[src/rtl/rr_onehot_arbiter.sv]
// Round-robin arbiter with registered one-hot grant, hold-until-release and optional hold-limit preemption.
// Define RR_ARB_FIXED_PRIO_EN to replace the rotating pointer with fixed priority (bit N-1 highest).
module rr_onehot_arbiter #(
    parameter int N        = 3,
    parameter int MAX_HOLD = 8,
    parameter int IW       = $clog2(N)
) (
    input  logic          clk,
    input  logic          rst_n,
    input  logic [N-1:0]  req,
    output logic [N-1:0]  gnt,
    output logic [IW-1:0] gnt_idx,
    output logic          gnt_vld,
    output logic          preempt
);

    localparam int              HW        = (MAX_HOLD > 2) ? $clog2(MAX_HOLD) : 1;
    localparam bit              HOLD_EN   = (MAX_HOLD != 0);
    localparam logic [HW-1:0]   HOLD_LAST = (MAX_HOLD > 0) ? HW'(MAX_HOLD - 1) : '0;
    localparam logic [IW-1:0]   IDX_LAST  = IW'(N - 1);

    typedef enum logic {S_IDLE, S_GRANT} state_t;

    state_t        r_state;
    logic [N-1:0]  r_gnt;
    logic [IW-1:0] r_gnt_idx;
    logic          r_gnt_vld;
    logic          r_preempt;
    logic [HW-1:0] r_hold_cnt;

    state_t        w_state_nxt;
    logic [N-1:0]  w_gnt_nxt;
    logic [IW-1:0] w_idx_nxt;
    logic          w_vld_nxt;
    logic          w_preempt_nxt;
    logic [HW-1:0] w_hold_nxt;
    logic [IW-1:0] w_win_idx;
    logic [N-1:0]  w_win_oh;
    logic          w_owner_req;
    logic          w_others_req;

`ifdef RR_ARB_FIXED_PRIO_EN
    // Highest set bit wins; the ascending loop lets later (higher) bits override.
    always_comb begin
        w_win_idx = '0;
        for (int i = 0; i < N; i++) begin
            if (req[i]) w_win_idx = IW'(i);
        end
    end
`else
    logic [IW-1:0] r_ptr;
    logic [IW-1:0] w_ptr_nxt;
    logic          w_release;
    logic [N-1:0]  w_mask;
    logic [N-1:0]  w_pick;

    // Requests at or above ptr take precedence; otherwise wrap to the lowest set bit.
    always_comb begin
        w_mask    = '0;
        w_win_idx = '0;
        for (int i = 0; i < N; i++) begin
            w_mask[i] = (i >= int'(r_ptr));
        end
        w_pick = ((req & w_mask) != '0) ? (req & w_mask) : req;
        for (int i = N - 1; i >= 0; i--) begin
            if (w_pick[i]) w_win_idx = IW'(i);
        end
    end

    assign w_release = (r_state == S_GRANT) && (w_state_nxt == S_IDLE);
    assign w_ptr_nxt = (r_gnt_idx == IDX_LAST) ? '0 : r_gnt_idx + IW'(1);

    always_ff @(posedge clk or negedge rst_n) begin
        if (!rst_n) begin
            r_ptr <= '0;
        end else if (w_release) begin
            r_ptr <= w_ptr_nxt;
        end
    end
`endif

    assign w_win_oh     = N'(1) << w_win_idx;
    assign w_owner_req  = |(req & r_gnt);
    assign w_others_req = |(req & ~r_gnt);

    always_comb begin
        w_state_nxt   = r_state;
        w_gnt_nxt     = r_gnt;
        w_idx_nxt     = r_gnt_idx;
        w_vld_nxt     = r_gnt_vld;
        w_preempt_nxt = 1'b0;
        w_hold_nxt    = r_hold_cnt;
        case (r_state)
            S_IDLE: begin
                w_gnt_nxt = '0;
                w_idx_nxt = '0;
                w_vld_nxt = 1'b0;
                if (req != '0) begin
                    w_state_nxt = S_GRANT;
                    w_gnt_nxt   = w_win_oh;
                    w_idx_nxt   = w_win_idx;
                    w_vld_nxt   = 1'b1;
                    w_hold_nxt  = '0;
                end
            end
            S_GRANT: begin
                // An owner drop outranks preemption, so a coinciding drop never pulses preempt.
                if (!w_owner_req) begin
                    w_state_nxt = S_IDLE;
                    w_gnt_nxt   = '0;
                    w_idx_nxt   = '0;
                    w_vld_nxt   = 1'b0;
                end else if (HOLD_EN && (r_hold_cnt == HOLD_LAST) && w_others_req) begin
                    w_state_nxt   = S_IDLE;
                    w_gnt_nxt     = '0;
                    w_idx_nxt     = '0;
                    w_vld_nxt     = 1'b0;
                    w_preempt_nxt = 1'b1;
                end else if (HOLD_EN && (r_hold_cnt != HOLD_LAST)) begin
                    w_hold_nxt = r_hold_cnt + HW'(1);
                end
            end
            default: begin
                w_state_nxt = S_IDLE;
                w_gnt_nxt   = '0;
                w_idx_nxt   = '0;
                w_vld_nxt   = 1'b0;
            end
        endcase
    end

    always_ff @(posedge clk or negedge rst_n) begin
        if (!rst_n) begin
            r_state    <= S_IDLE;
            r_gnt      <= '0;
            r_gnt_idx  <= '0;
            r_gnt_vld  <= 1'b0;
            r_preempt  <= 1'b0;
            r_hold_cnt <= '0;
        end else begin
            r_state    <= w_state_nxt;
            r_gnt      <= w_gnt_nxt;
            r_gnt_idx  <= w_idx_nxt;
            r_gnt_vld  <= w_vld_nxt;
            r_preempt  <= w_preempt_nxt;
            r_hold_cnt <= w_hold_nxt;
        end
    end

    assign gnt     = r_gnt;
    assign gnt_idx = r_gnt_idx;
    assign gnt_vld = r_gnt_vld;
    assign preempt = r_preempt;

endmodule

[config.mk]
export PLATFORM = sky130hd
export DESIGN_NAME = rr_onehot_arbiter
export DESIGN_NICKNAME = d
export VERILOG_FILES = /design/src/rtl/rr_onehot_arbiter.sv
export SDC_FILE = /design/constraint.sdc
export NUM_CORES = 1
export LEC_CHECK = 0
export BUFFER_PORTS_ARGS = -buffer_cell sky130_fd_sc_hd__buf_2
export CORE_UTILIZATION = 25
export CTS_CLUSTER_SIZE = 24
export DETAILED_ROUTE_END_ITERATION = 16
export PLACE_DENSITY = 0.53
export REMOVE_ABC_BUFFERS = 1
export SYNTH_ARGS = -nofsm -noshare
export SYNTH_HDL_FRONTEND = slang
export SYNTH_SLANG_ARGS = --single-unit
[constraint.sdc]
create_clock -name clk -period 1.6 [get_ports clk]
set_clock_uncertainty 0.15 [all_clocks]
set_input_delay 0.32 -clock clk [delete_from_list [all_inputs] [get_ports clk]]
set_output_delay 0.32 -clock clk [all_outputs]
set_load 0.02 [all_outputs]
==> Yosys cells after proc, flatten, opt, wreduce, memory -nomap -nowiden <==
Index checks and enable logic that the tools add are counted.
{ "op_classes": {"addsub": 2, "magnitude_cmp": 3, "eq_ne": 8, "n_shift": 1, "mux": 28, "n_bitwise": 6, "reduce_logical": 7} }
{ "ops": {"columns": ["operator", "n"], "rows": [
  ["3-bit 2-to-1 mux", 8],
  ["2-bit 2-to-1 mux", 7],
  ["3-bit one-hot mux with 2 select lines", 2],
  ["3-bit bitwise AND", 3],
  ["1-bit 2-to-1 mux", 8],
  ["3-bit nonzero test", 2],
  ["3-bit OR reduction", 2],
  ["1-bit by 2-bit greater-or-equal comparator with 1-bit output (first input constant)", 2],
  ["2-bit by 1-bit inequality test with 1-bit output (second input constant)", 2],
  ["2-bit inequality test (second input constant)", 2],
  ["1-bit one-hot mux with 2 select lines", 2],
  ["2-bit one-hot mux with 2 select lines", 1],
  ["4-bit AND reduction", 1],
  ["3-bit by 1-bit adder with 3-bit output (second input constant)", 1],
  ["3-bit equality test (second input constant)", 1],
  ["3-bit by 2-bit inequality test with 1-bit output (second input constant)", 1],
  ["3-bit inequality test (second input constant)", 1],
  ["3-bit inverter", 1],
  ["1-bit by 2-bit << shifter with 3-bit output (first input constant)", 1],
  ["2-bit by 1-bit adder with 2-bit output (second input constant)", 1],
  ["2-bit equality test (second input constant)", 1],
  ["2-bit greater-or-equal comparator (first input constant)", 1],
  ["1-bit logical AND", 2],
  ["1-bit inverter", 2]
]} }
{ "totals": {"regBits": 13, "elab_cells": 62} }

==> Longest topological paths before layout <==
Gate-level depths: netlist of run 1.
{ "depth": {"ltp_word": 10, "mapped_depth": 5, "depth_no_buf": 5} }

==> Worst setup path before layout of run 1 <==
OpenSTA, ideal clock, no wires.
{ "synth_timing": {"path_type": "reg-to-reg", "from": "reg r_gnt[0] (netlist: gnt[0])", "to": "reg r_ptr[0]", "arrival_ns": 1.326, "required_ns": 1.322, "setup_slack_ns": -0.003, "stages_incl_launch_ff": 5, "path_cell_list": "dfrtp_1 > a222oi_1 > nand2_1 > o21ai_2 > mux2_1"} }
{ "synth_between": {"elab_chain_len": 9, "word_cells_on_any_way": 11, "cone_classes": "mux (3); bitwise (4); reduce/logical (4)"} }
{ "synth_rtl": {"columns": ["element", "line_no", "text"], "rows": [
  ["start: declaration", "25", "logic [N-1:0] r_gnt;"],
  ["start signal: assignment", "142", "r_gnt <= w_gnt_nxt;"],
  ["3-bit inverter", "84", "assign w_others_req = |(req & ~r_gnt);"],
  ["3-bit bitwise AND", "84", null],
  ["3-bit OR reduction", "84", null],
  ["1-bit logical AND", "113", "end else if (HOLD_EN && (r_hold_cnt == HOLD_LAST) && w_others_req) begin"],
  ["1-bit 2-to-1 mux", "113", null],
  ["1-bit 2-to-1 mux (*)", "108", "if (!w_owner_req) begin"],
  ["1-bit one-hot mux with 2 select lines (*)", "93", "case (r_state)"],
  ["1-bit inverter (*)", "70", "assign w_release = (r_state == S_GRANT) && (w_state_nxt == S_IDLE);"],
  ["1-bit logical AND (*)", "70", null],
  ["end signal: assignment", "77", "r_ptr <= w_ptr_nxt;"],
  ["end: declaration", "51", "logic [IW-1:0] r_ptr;"]
]} }
Every way passes the cells marked *; elsewhere a longest branch is shown, timed or not.
A chain may end at the register's enable or synchronous reset.

==> Worst setup path after layout of run 1 <==
{ "layout_timing": {"from": "reg r_gnt[2] (netlist: gnt[2])", "to": "reg r_ptr[1]"} }
Same word-level chain as after synthesis.

==> results of run 1 <==
-- power by group --
group / leakage [nW] / internal (mW) / switching [mW]
Combinational: 0.269 / 0.319 / 0.337
Sequential: 0.169 / 0.433 / 0.0985
Clock: 0.0150 / 0.0966 / 0.104
Total: 0.453 / 0.849 / 0.540
-- registers in the layout (all words and copies together), names as in the netlist --
register	count
gnt	3
gnt_idx	2
gnt_vld	1
preempt	1
r_hold_cnt	3
r_ptr	2
r_state	1
-- what timing repair did --
action / 4_1_cts / 5_1_grt
endpoints found under the hold margin: 13 / 0
pin swaps: 0 / 2
endpoints found under the setup margin: 4 / 10
gates resized for setup: 2 / 4
hold buffers: 1 / 0
setup buffers: 0 / 1
-- worst paths after layout --
path	end	slack, ns	depth (start not counted)
max in group asynchronous	r_hold_cnt[0]	0.75	2
max reg2reg	r_ptr[1]	-0.004	4
min	gnt[1]	0.31	2
max	r_ptr[1]	-0.004	4
min in group clk	gnt[2]	0.35	4
min reg2reg	gnt_vld	0.39	2
-- layout make-up --
type | instances | area [um2] | share of cell area [%]
inverters | 6 | 22.5 | 2.55
flip-flops and latches | 13 | 325 | 36.8
multi-input cells | 42 | 329 | 37.2
repair buffers | 22 | 144 | 16.3
well taps | 30 | 37.5 | 4.24
clock buffers | 4 | 26.3 | 2.97
-- placed cells by master, fill, tap and decap left out, types with 2 or more instances in the layout --
cell type  synthesis  final
nor2b_1            6      6
buf_2              0     11
dfrtp_1           13     13
nand2_1            6      6
mux2_4             0      2
a21oi_1            2      2
inv_1              6      6
buf_4              0      9
nor2_1             2      2
mux2i_1            3      3
clkbuf_4           0      3
nand2b_1           2      2
o21ai_1            3      3
a21o_1             2      2
-- cells by family (layout without fill, tap and decap cells) --
logic type / count (synthesis) / count (layout) / synth area share (%)
buf+inv: 6 / 32 / 3.43
flops: 13 / 13 / 49.5
mux: 5 / 5 / 8.00
fa+ha+maj: 2 / 2 / 3.81
simple gates: 20 / 20 / 17.5
compound gates: 15 / 15 / 17.7
-- critical path: cells and delay by family (launching register included) --
family | cells | cell delay, ns
flops | 1 | 0.42
mux | 1 | 0.32
compound gates | 2 | 0.48
simple gates | 1 | 0.13
-- per-layer routing --
layer / part of all wire, % / vias up
met4: 0 / 0
met5: 0 / -
met1: 47 / 261
met3: 4.3 / 0
li1: - / 265
met2: 49 / 15
-- through the flow --
stage | power, mW | instances | TNS (ns) | setup slack (ns) | hold WS, ns
final | 1.39 | 117 | -0.00386 | -0.00386 | 0.311
after global routing | 1.50 | 117 | -0.308 | -0.0921 | 0.351
after CTS | 1.33 | 116 | 0 | 0.00719 | 0.314
after detailed placement | 1.11 | 111 | 0 | 0.000161 | 0.0881
after global placement | 1.10 | 111 | 0 | 0.00957 | 0.0809
after floorplan | 0.890 | 61 | -0.00675 | -0.00337 | -0.126
-- cells in the mapped netlist --
master    instances  share of area [%]
and3_1            1               0.95
a22o_1            1                1.3
o31ai_4           1                3.2
o31ai_1           1                1.1
nor2b_4           1                2.1
o21ai_2           1                1.3
mux2_1            2                3.4
nor2_1            2                1.1
a22oi_1           1                1.1
a21oi_1           2                1.5
nor2b_1           6                5.7
dfrtp_1          13                 50
a21o_1            2                2.3
ha_1              2                3.8
a222oi_1          1                1.5
nor2_2            1               0.95
o21ai_1           3                2.3
nand2b_2          1                1.3
o21ai_0           1               0.76
nand2_1           6                3.4
o211ai_1          1                1.1
nand2b_1          2                1.9
mux2i_1           3                4.6
inv_1             6                3.4
==> impl_metrics.csv, run 1 <==
group,metric,value,unit
clock_network,clock_latency,0.27,ns
route,via_count,541,
sta,setup_viol,1,
global_routing,antenna_found_initial,0,
route,drt_first_pass_iters,4,
logic_synthesis,ys_seq_area_share,49.5,%
clock_network,root_buffer,"clkbuf_4",
clock_network,cts_tree,"built",
power_and_ir_drop,irDropWorstVdd,0.851,mV
sta,hold_viol,0,
critical_path,slowest_delay,0.42,ns
logic_synthesis,synthDistinctLibCells,24,
die,die-area,0.00284,mm2
global_routing,grt_max_degree,14,
die,rows,18,
global_routing,met3_usage,5.17,%
power_and_ir_drop,p_leak,0.453,nW
clock_network,h-tree-depth,1,
sta,fmax,623,MHz
cells_and_area,layout-drive-gt1-share,36.8,%
critical_path,cp_cell_sequence,"a222oi_1, nand2_1, o21ai_2, mux2_4",
global_routing,grt_use_met2,16.7,%
die,chipHeight,53.3,um
critical_path,r2r_start,"gnt[2]",
global_routing,busiest_layer,"met2",
route,drc_errors,0,
cells_and_area,fin_area,885,um2
clock_network,clkSinkCount,13,
logic_synthesis,avgSynthCellArea,10.8,um2
run_status,run_status,"finished, violations left",
route,wire_per_inst,12.1,um
sta,fin_crit,1.60,ns
clock_network,clockBufferDepth,2,
critical_path,crit_path_end_kind,"flop",
placement,portBuffers,11,
cells_and_area,fillers,265,
power_and_ir_drop,p_per_area,1570,mW/mm2
route,routed_via_density,4.62,
job,cap_viol_max_count,0,
cells_and_area,layout.nets,95,
logic_synthesis,syn_inst,61,
critical_path,start_kind,"flop",
sta,fin_ws,-0.00386,ns
sta,final_max_slew_viol_count,0,
sta,grt_setup_unrepaired,"true",
die,die_w,53.3,um
placement,placed_area,817,um2
route,ant_nets,0,
sta,worst_slew_pin_slew,0.360,ns
global_routing,overflow,0,
global_routing,met1_usage,14.8,%
logic_synthesis,ys_seq_elements,13,
critical_path,crit_required,1.61,ns
logic_synthesis,synth_area,657,um2
critical_path,crit_type,"flop to flop",
run_status,violations,"setup timing",
placement,routabilityCongestion,0.720,
cells_and_area,antennaDiodeCount,0,
critical_path,worstSetupStartpoint,"gnt[2]",
cells_and_area,syn_to_final_growth,34.7,%
global_routing,grt_pass1_vias,524,
route,drtIter0Drc,24,
cells_and_area,final_util,35.7,%
die,io_pins,12,
sta,slew_headroom,76.0,%
global_routing,grt_pass1_wl,2.24,mm
critical_path,worstPathMaxFanout,4,
critical_path,arrival,1.62,ns
die,start_util,26.5,%
clock_network,clk_pin_slew_worst_paths,0.08,ns
sta,finalCritPeriodShare,100,%
critical_path,slowest_stage,"dfrtp_1",
logic_synthesis,yosysWarnings,0,
hold_path,hold_class,"input port to asynchronous set/reset pin",
clock_network,cts_buffers,3,
global_routing,grt_usage,11.3,%
route,finalWirelength,1.42,mm
die,core_area,0.00248,mm2
placement,place.detailed.hpwl,999,um
Note: power is estimated with default switching activity, not from simulation.
==> run 2: changes to the inputs <==
--- a/config.mk
+++ b/config.mk
@@ -9,7 +9,7 @@
 export CORE_UTILIZATION = 25
 export CTS_CLUSTER_SIZE = 24
 export DETAILED_ROUTE_END_ITERATION = 16
-export PLACE_DENSITY = 0.53
+export PLACE_DENSITY = 0.51
 export REMOVE_ABC_BUFFERS = 1
 export SYNTH_ARGS = -nofsm -noshare
 export SYNTH_HDL_FRONTEND = slang
==> run 2 against run 1 <==
Effect of this change:
- the run now ends clean
- sequential power down 1%
- count of clock-buffer cells in the layout unchanged
- worst hold slack worse by 0.0068 ns
- critical path type unchanged
- critical endpoint unchanged
- largest power group unchanged
==> impl_metrics.csv, run 2 (synthesis gave the netlist of run 1 again) <==
group,metric,value,unit
run_status,run_status,"finished, final reports clean",
critical_path,slowest_delay,0.41,ns
cells_and_area,stdcell_count,114,
power_and_ir_drop,power,1.33,mW
global_routing,antenna_found_initial,0,
clock_network,h-tree-depth,1,
die,start_util,26.5,%
critical_path,crit_required,1.62,ns
sta,fin_crit,1.58,ns
sta,finalCritPeriodShare,98.6,%
critical_path,start_kind,"flop",
sta,hold_viol,0,
global_routing,grt_max_degree,14,
clock_network,root_buffer,"clkbuf_4",
placement,placed_area,795,um2
clock_network,clkSinkCount,13,
critical_path,critPathTopFamily,"compound AO/OA/AOI/OAI gates",
sta,fmax,634,MHz
power_and_ir_drop,irDropWorstVdd,0.679,mV
route,wire_per_inst,11.5,um
route,drt_first_pass_iters,4,
hold_path,hold_class,"input port to asynchronous set/reset pin",
clock_network,cts_tree,"built",
route,drc_errors,0,
global_routing,grt_pass1_vias,504,
power_and_ir_drop,p_leak,0.427,nW
clock_network,clk_pin_slew_worst_paths,0.09,ns
job,cap_viol_max_count,0,
route,finalWirelength,1.31,mm
clock_network,clockBufferDepth,2,
placement,dp.cells,108,
cells_and_area,final_util,34.6,%
critical_path,crit_path_end_kind,"flop",
route,ant_nets,0,
critical_path,crit_type,"flop to flop",
route,routed_via_density,4.58,
cells_and_area,layout_common_cells,"13 x dfrtp_1, 11 x buf_2, 7 x buf_4",
clock_network,clock_latency,0.28,ns
placement,routabilityCongestion,0.714,
die,core_area,0.00248,mm2
sta,setup_viol,0,
global_routing,grt_usage,10.5,%
die,io_pins,12,
sta,hold_ws,0.305,ns
sta,fin_ws,0.0221,ns
global_routing,grt_pass1_wl,2.06,mm
placement,portBuffers,11,
critical_path,arrival,1.60,ns
placement,dp_slack,-0.00616,ns
critical_path,path_buf_inv,0,
sta,finalSetupTns,0,ns
global_routing,overflow,0,
route,drtIter0Drc,11,
cells_and_area,layout-drive-gt1-share,34.5,%
critical_path,cp_cell_sequence,"a222oi_1, nand2_1, o21ai_2, mux2_4",
critical_path,slowest_stage,"dfrtp_1",
die,die-area,0.00284,mm2
cells_and_area,fin_area,858,um2
sta,slew_headroom,77.6,%
sta,grt_setup_unrepaired,"true",
die,die_w,53.3,um
route,via_count,522,
sta,final_max_slew_viol_count,0,
die,rows,18,
power_and_ir_drop,p_per_area,1550,mW/mm2
placement,place.detailed.hpwl,995,um
cells_and_area,layout.nets,92,
cells_and_area,layout_commonest_cell,"dfrtp_1",
clock_network,cts_buffers,3,
die,chipHeight,53.3,um
cells_and_area,antennaDiodeCount,0,
critical_path,worstPathMaxFanout,4,
sta,worst_slew_pin_slew,0.336,ns
cells_and_area,syn_to_final_growth,30.7,%
==> run 2: cell count changes in the layout (fill, tap and decap cells not counted), sizes merged <==
cell  before  now
buf       21   18
==> run 2: cell type report <==
class	instances	area, um2
Tap cell	30	37.5
Sequential cell	13	325
Clock buffer	4	26.3
Fill cell	270	1620
Timing Repair Buffer	19	118
Multi-Input combinational cell	42	329
Inverter	6	22.5
==> run 2: worst paths after layout <==
check	slack [ns]	startpoint	endpoint	depth (start not counted)
min reg2reg	0.38	r_hold_cnt[1]	r_hold_cnt[1]	2
max reg2reg	0.02	gnt[0]	r_ptr[1]	4
min in group clk	0.33	req[2]	gnt_idx[1]	4
min	0.30	rst_n	gnt[0]	2
max in group asynchronous	0.76	rst_n	gnt[2]	2
max	0.02	gnt[0]	r_ptr[1]	4
==> run 2: timing repair <==
| item | 4_1_cts | 5_1_grt |
|---|---|---|
| buffers inserted | 0 | 1 |
| hold buffers | 1 | 0 |
| gates resized for setup | 2 | 2 |
| endpoints found under the hold margin | 13 | 0 |
| pin swaps | 2 | 0 |
| cloned | 0 | 0 |
| endpoints found under the setup margin | 3 | 12 |
==> run 2: per-layer routing <==
layer	global-route usage, %	wire (um)	vias to the layer above	part of all wire, %
met4	7.02	44	0	3.3
met1	11.3	610	241	46
met3	3.16	63	6	4.8
met2	17.5	596	18	45
met5	0	0	-	0
li1	-	-	257	-
==> run 2: worst reg2reg max path, cell delays in order, from the launching register on <==
cell and delay (ns):
dfrtp_1 0.41, a222oi_1 0.37, nand2_1 0.11, o21ai_2 0.10
mux2_4 0.32
==> run 2: power breakdown <==
part / leakage (nW) / internal [mW] / switching (mW)
logic: 0.243 / 0.284 / 0.316
registers: 0.169 / 0.433 / 0.0930
clock network: 0.0150 / 0.0966 / 0.110
==> run 3: changes to the inputs <==
==> constraint.sdc (replaced) <==
create_clock -name clk -period 1.6 [get_ports clk]
set_clock_uncertainty 0.15 [all_clocks]
set_input_delay 0.16 -clock clk [delete_from_list [all_inputs] [get_ports clk]]
set_output_delay 0.16 -clock clk [all_outputs]
set_load 0.02 [all_outputs]
==> run 3 against run 2 <==
Effect of this change:
- the flow now finishes with violations (setup timing)
- worst setup slack got worse by 0.030 ns
- cell count is 3.5% lower
- die area did not move
- power is 1.1% lower
- sequential share of layout area rose by 1.3 points
==> impl_metrics.csv, run 3 (synthesis gave the netlist of run 1 again) <==
group,metric,value,unit
run_status,run_status,"finished, violations left",
run_status,violations,"setup timing",
placement,routabilityCongestion,0.745,
sta,setup_viol,2,
power_and_ir_drop,irDropWorstVdd,0.538,mV
die,core_area,0.00248,mm2
clock_network,cts_tree,"built",
clock_network,cts_buffers,3,
sta,fmax,622,MHz
critical_path,arrival,1.62,ns
sta,final_max_slew_viol_count,0,
cells_and_area,layout_common_cells,"12 x dfrtp_1, 11 x buf_2, 6 x inv_1, 6 x nor2b_1, 6 x nand2_1",
sta,fin_ws,-0.00788,ns
placement,dp_slack,-0.0122,ns
route,drtIter0Drc,8,
die,chipHeight,53.3,um
route,drc_errors,0,
critical_path,slowest_stage,"dfrtp_1",
global_routing,grt_max_degree,14,
cells_and_area,stdcell_count,110,
hold_path,hold_class,"input port to flop",
route,via_count,515,
sta,fin_crit,1.61,ns
cells_and_area,antennaDiodeCount,0,
clock_network,clkSinkCount,13,
cells_and_area,syn_to_final_growth,26.7,%
sta,finalCritPeriodShare,100,%
critical_path,start_kind,"flop",
power_and_ir_drop,p_leak,0.406,nW
cells_and_area,fillers,268,
sta,worst_slew_pin_slew,0.359,ns
route,ant_nets,0,
critical_path,slowest_delay,0.41,ns
placement,portBuffers,11,
power_and_ir_drop,p_per_area,1580,mW/mm2
cells_and_area,layout-drive-gt1-share,33.8,%
critical_path,worstPathMaxFanout,4,
die,start_util,26.5,%
sta,grt_setup_unrepaired,"true",
die,io_pins,12,
die,die_w,53.3,um
job,cap_viol_max_count,0,
placement,dp.cells,105,
critical_path,crit_required,1.61,ns
clock_network,root_buffer,"clkbuf_4",
route,wire_per_inst,12.1,um
clock_network,clockBufferDepth,2,
route,drt_first_pass_iters,4,
sta,hold_viol,0,
critical_path,critPathTopFamily,"compound AO/OA/AOI/OAI gates",
placement,place.detailed.hpwl,973,um
global_routing,grt_pass1_vias,463,
critical_path,path_buf_inv,0,
sta,hold_ws,0.0914,ns
global_routing,antenna_found_initial,0,
route,finalWirelength,1.33,mm
clock_network,h-tree-depth,1,
critical_path,cp_cell_sequence,"a222oi_1, nand2_1, o21ai_2, mux2_4",
clock_network,clk_pin_slew_worst_paths,0.09,ns
die,rows,18,
sta,slew_headroom,76.1,%
route,routed_via_density,4.68,
clock_network,clock_latency,0.28,ns
sta,finalSetupTns,-0.0155,ns
global_routing,grt_usage,10.8,%
cells_and_area,layout.nets,88,
critical_path,crit_type,"flop to flop",
global_routing,grt_pass1_wl,2.05,mm
critical_path,crit_path_end_kind,"flop",
die,die-area,0.00284,mm2
cells_and_area,layout_commonest_cell,"dfrtp_1",
global_routing,overflow,0,
[run 3: cell count changes in the layout (fill, tap and decap cells not counted)]
cell,change
buf_4,-4
dfrtp_1,-1
dfrtp_2,+1
nand2b_1,-1
nand2b_2,+1
[run 3: final cells by class]
type                            count  area, um2  share of cell area, %
Tap cell                           30       37.5                   4.51
Inverter                            6       22.5                   2.71
Multi-Input combinational cell     42        332                   39.8
Timing Repair Buffer               15       87.6                   10.5
Sequential cell                    13        327                   39.2
Clock buffer                        4       26.3                   3.16
[run 3: where the power goes]
group | switching (mW) | total [mW] | internal [mW]
Clock | 0.109 | 0.205 | 0.0966
Combinational | 0.309 | 0.580 | 0.271
Sequential | 0.0976 | 0.533 | 0.436
Total | 0.515 | 1.32 | 0.804
[run 3: worst paths after layout]
path                       startpoint          to  slack, ns  cells past startpoint
max in group asynchronous       rst_n      gnt[1]       0.88                      2
hold / removal                 req[2]  gnt_idx[1]       0.09                      3
setup reg to reg               gnt[0]    r_ptr[1]     -0.008                      4
setup / recovery               gnt[0]    r_ptr[1]     -0.008                      4
min in group asynchronous       rst_n     preempt       0.14                      2
hold reg to reg               gnt_vld     gnt_vld       0.39                      2
[run 3: per-stage QoR]
stage	util, %	cell area (um2)	power [mW]
after floorplan	-	657	0.890
after detailed placement	31.2	772	1.08
after CTS	33.4	828	1.33
after global routing	33.6	832	1.42
final	33.6	832	1.32
after global placement	31.2	772	1.07
[run 3: worst register-to-register path, cell delays in order (launching register included)]
cell      delay (ns)
dfrtp_1         0.41
a222oi_1        0.39
nand2_1         0.11
o21ai_2         0.11
mux2_4          0.32
[run 3: repair_timing]
action                                  in CTS  in global routing
endpoints found under the setup margin       4                 12
pin swaps                                    3                  0
gates resized for setup                      4                  2
buffers inserted                             0                  0
hold buffers                                 1                  0
endpoints found under the hold margin       13                  0
[run 3: routing by layer]
layer / global-route usage (%) / up-vias / wire length (um)
li1: - / 248 / -
met1: 12.6 / 246 / 634
met2: 16.9 / 17 / 605
met3: 2.59 / 4 / 55
met4: 7.89 / 0 / 40
met5: 0 / - / 0
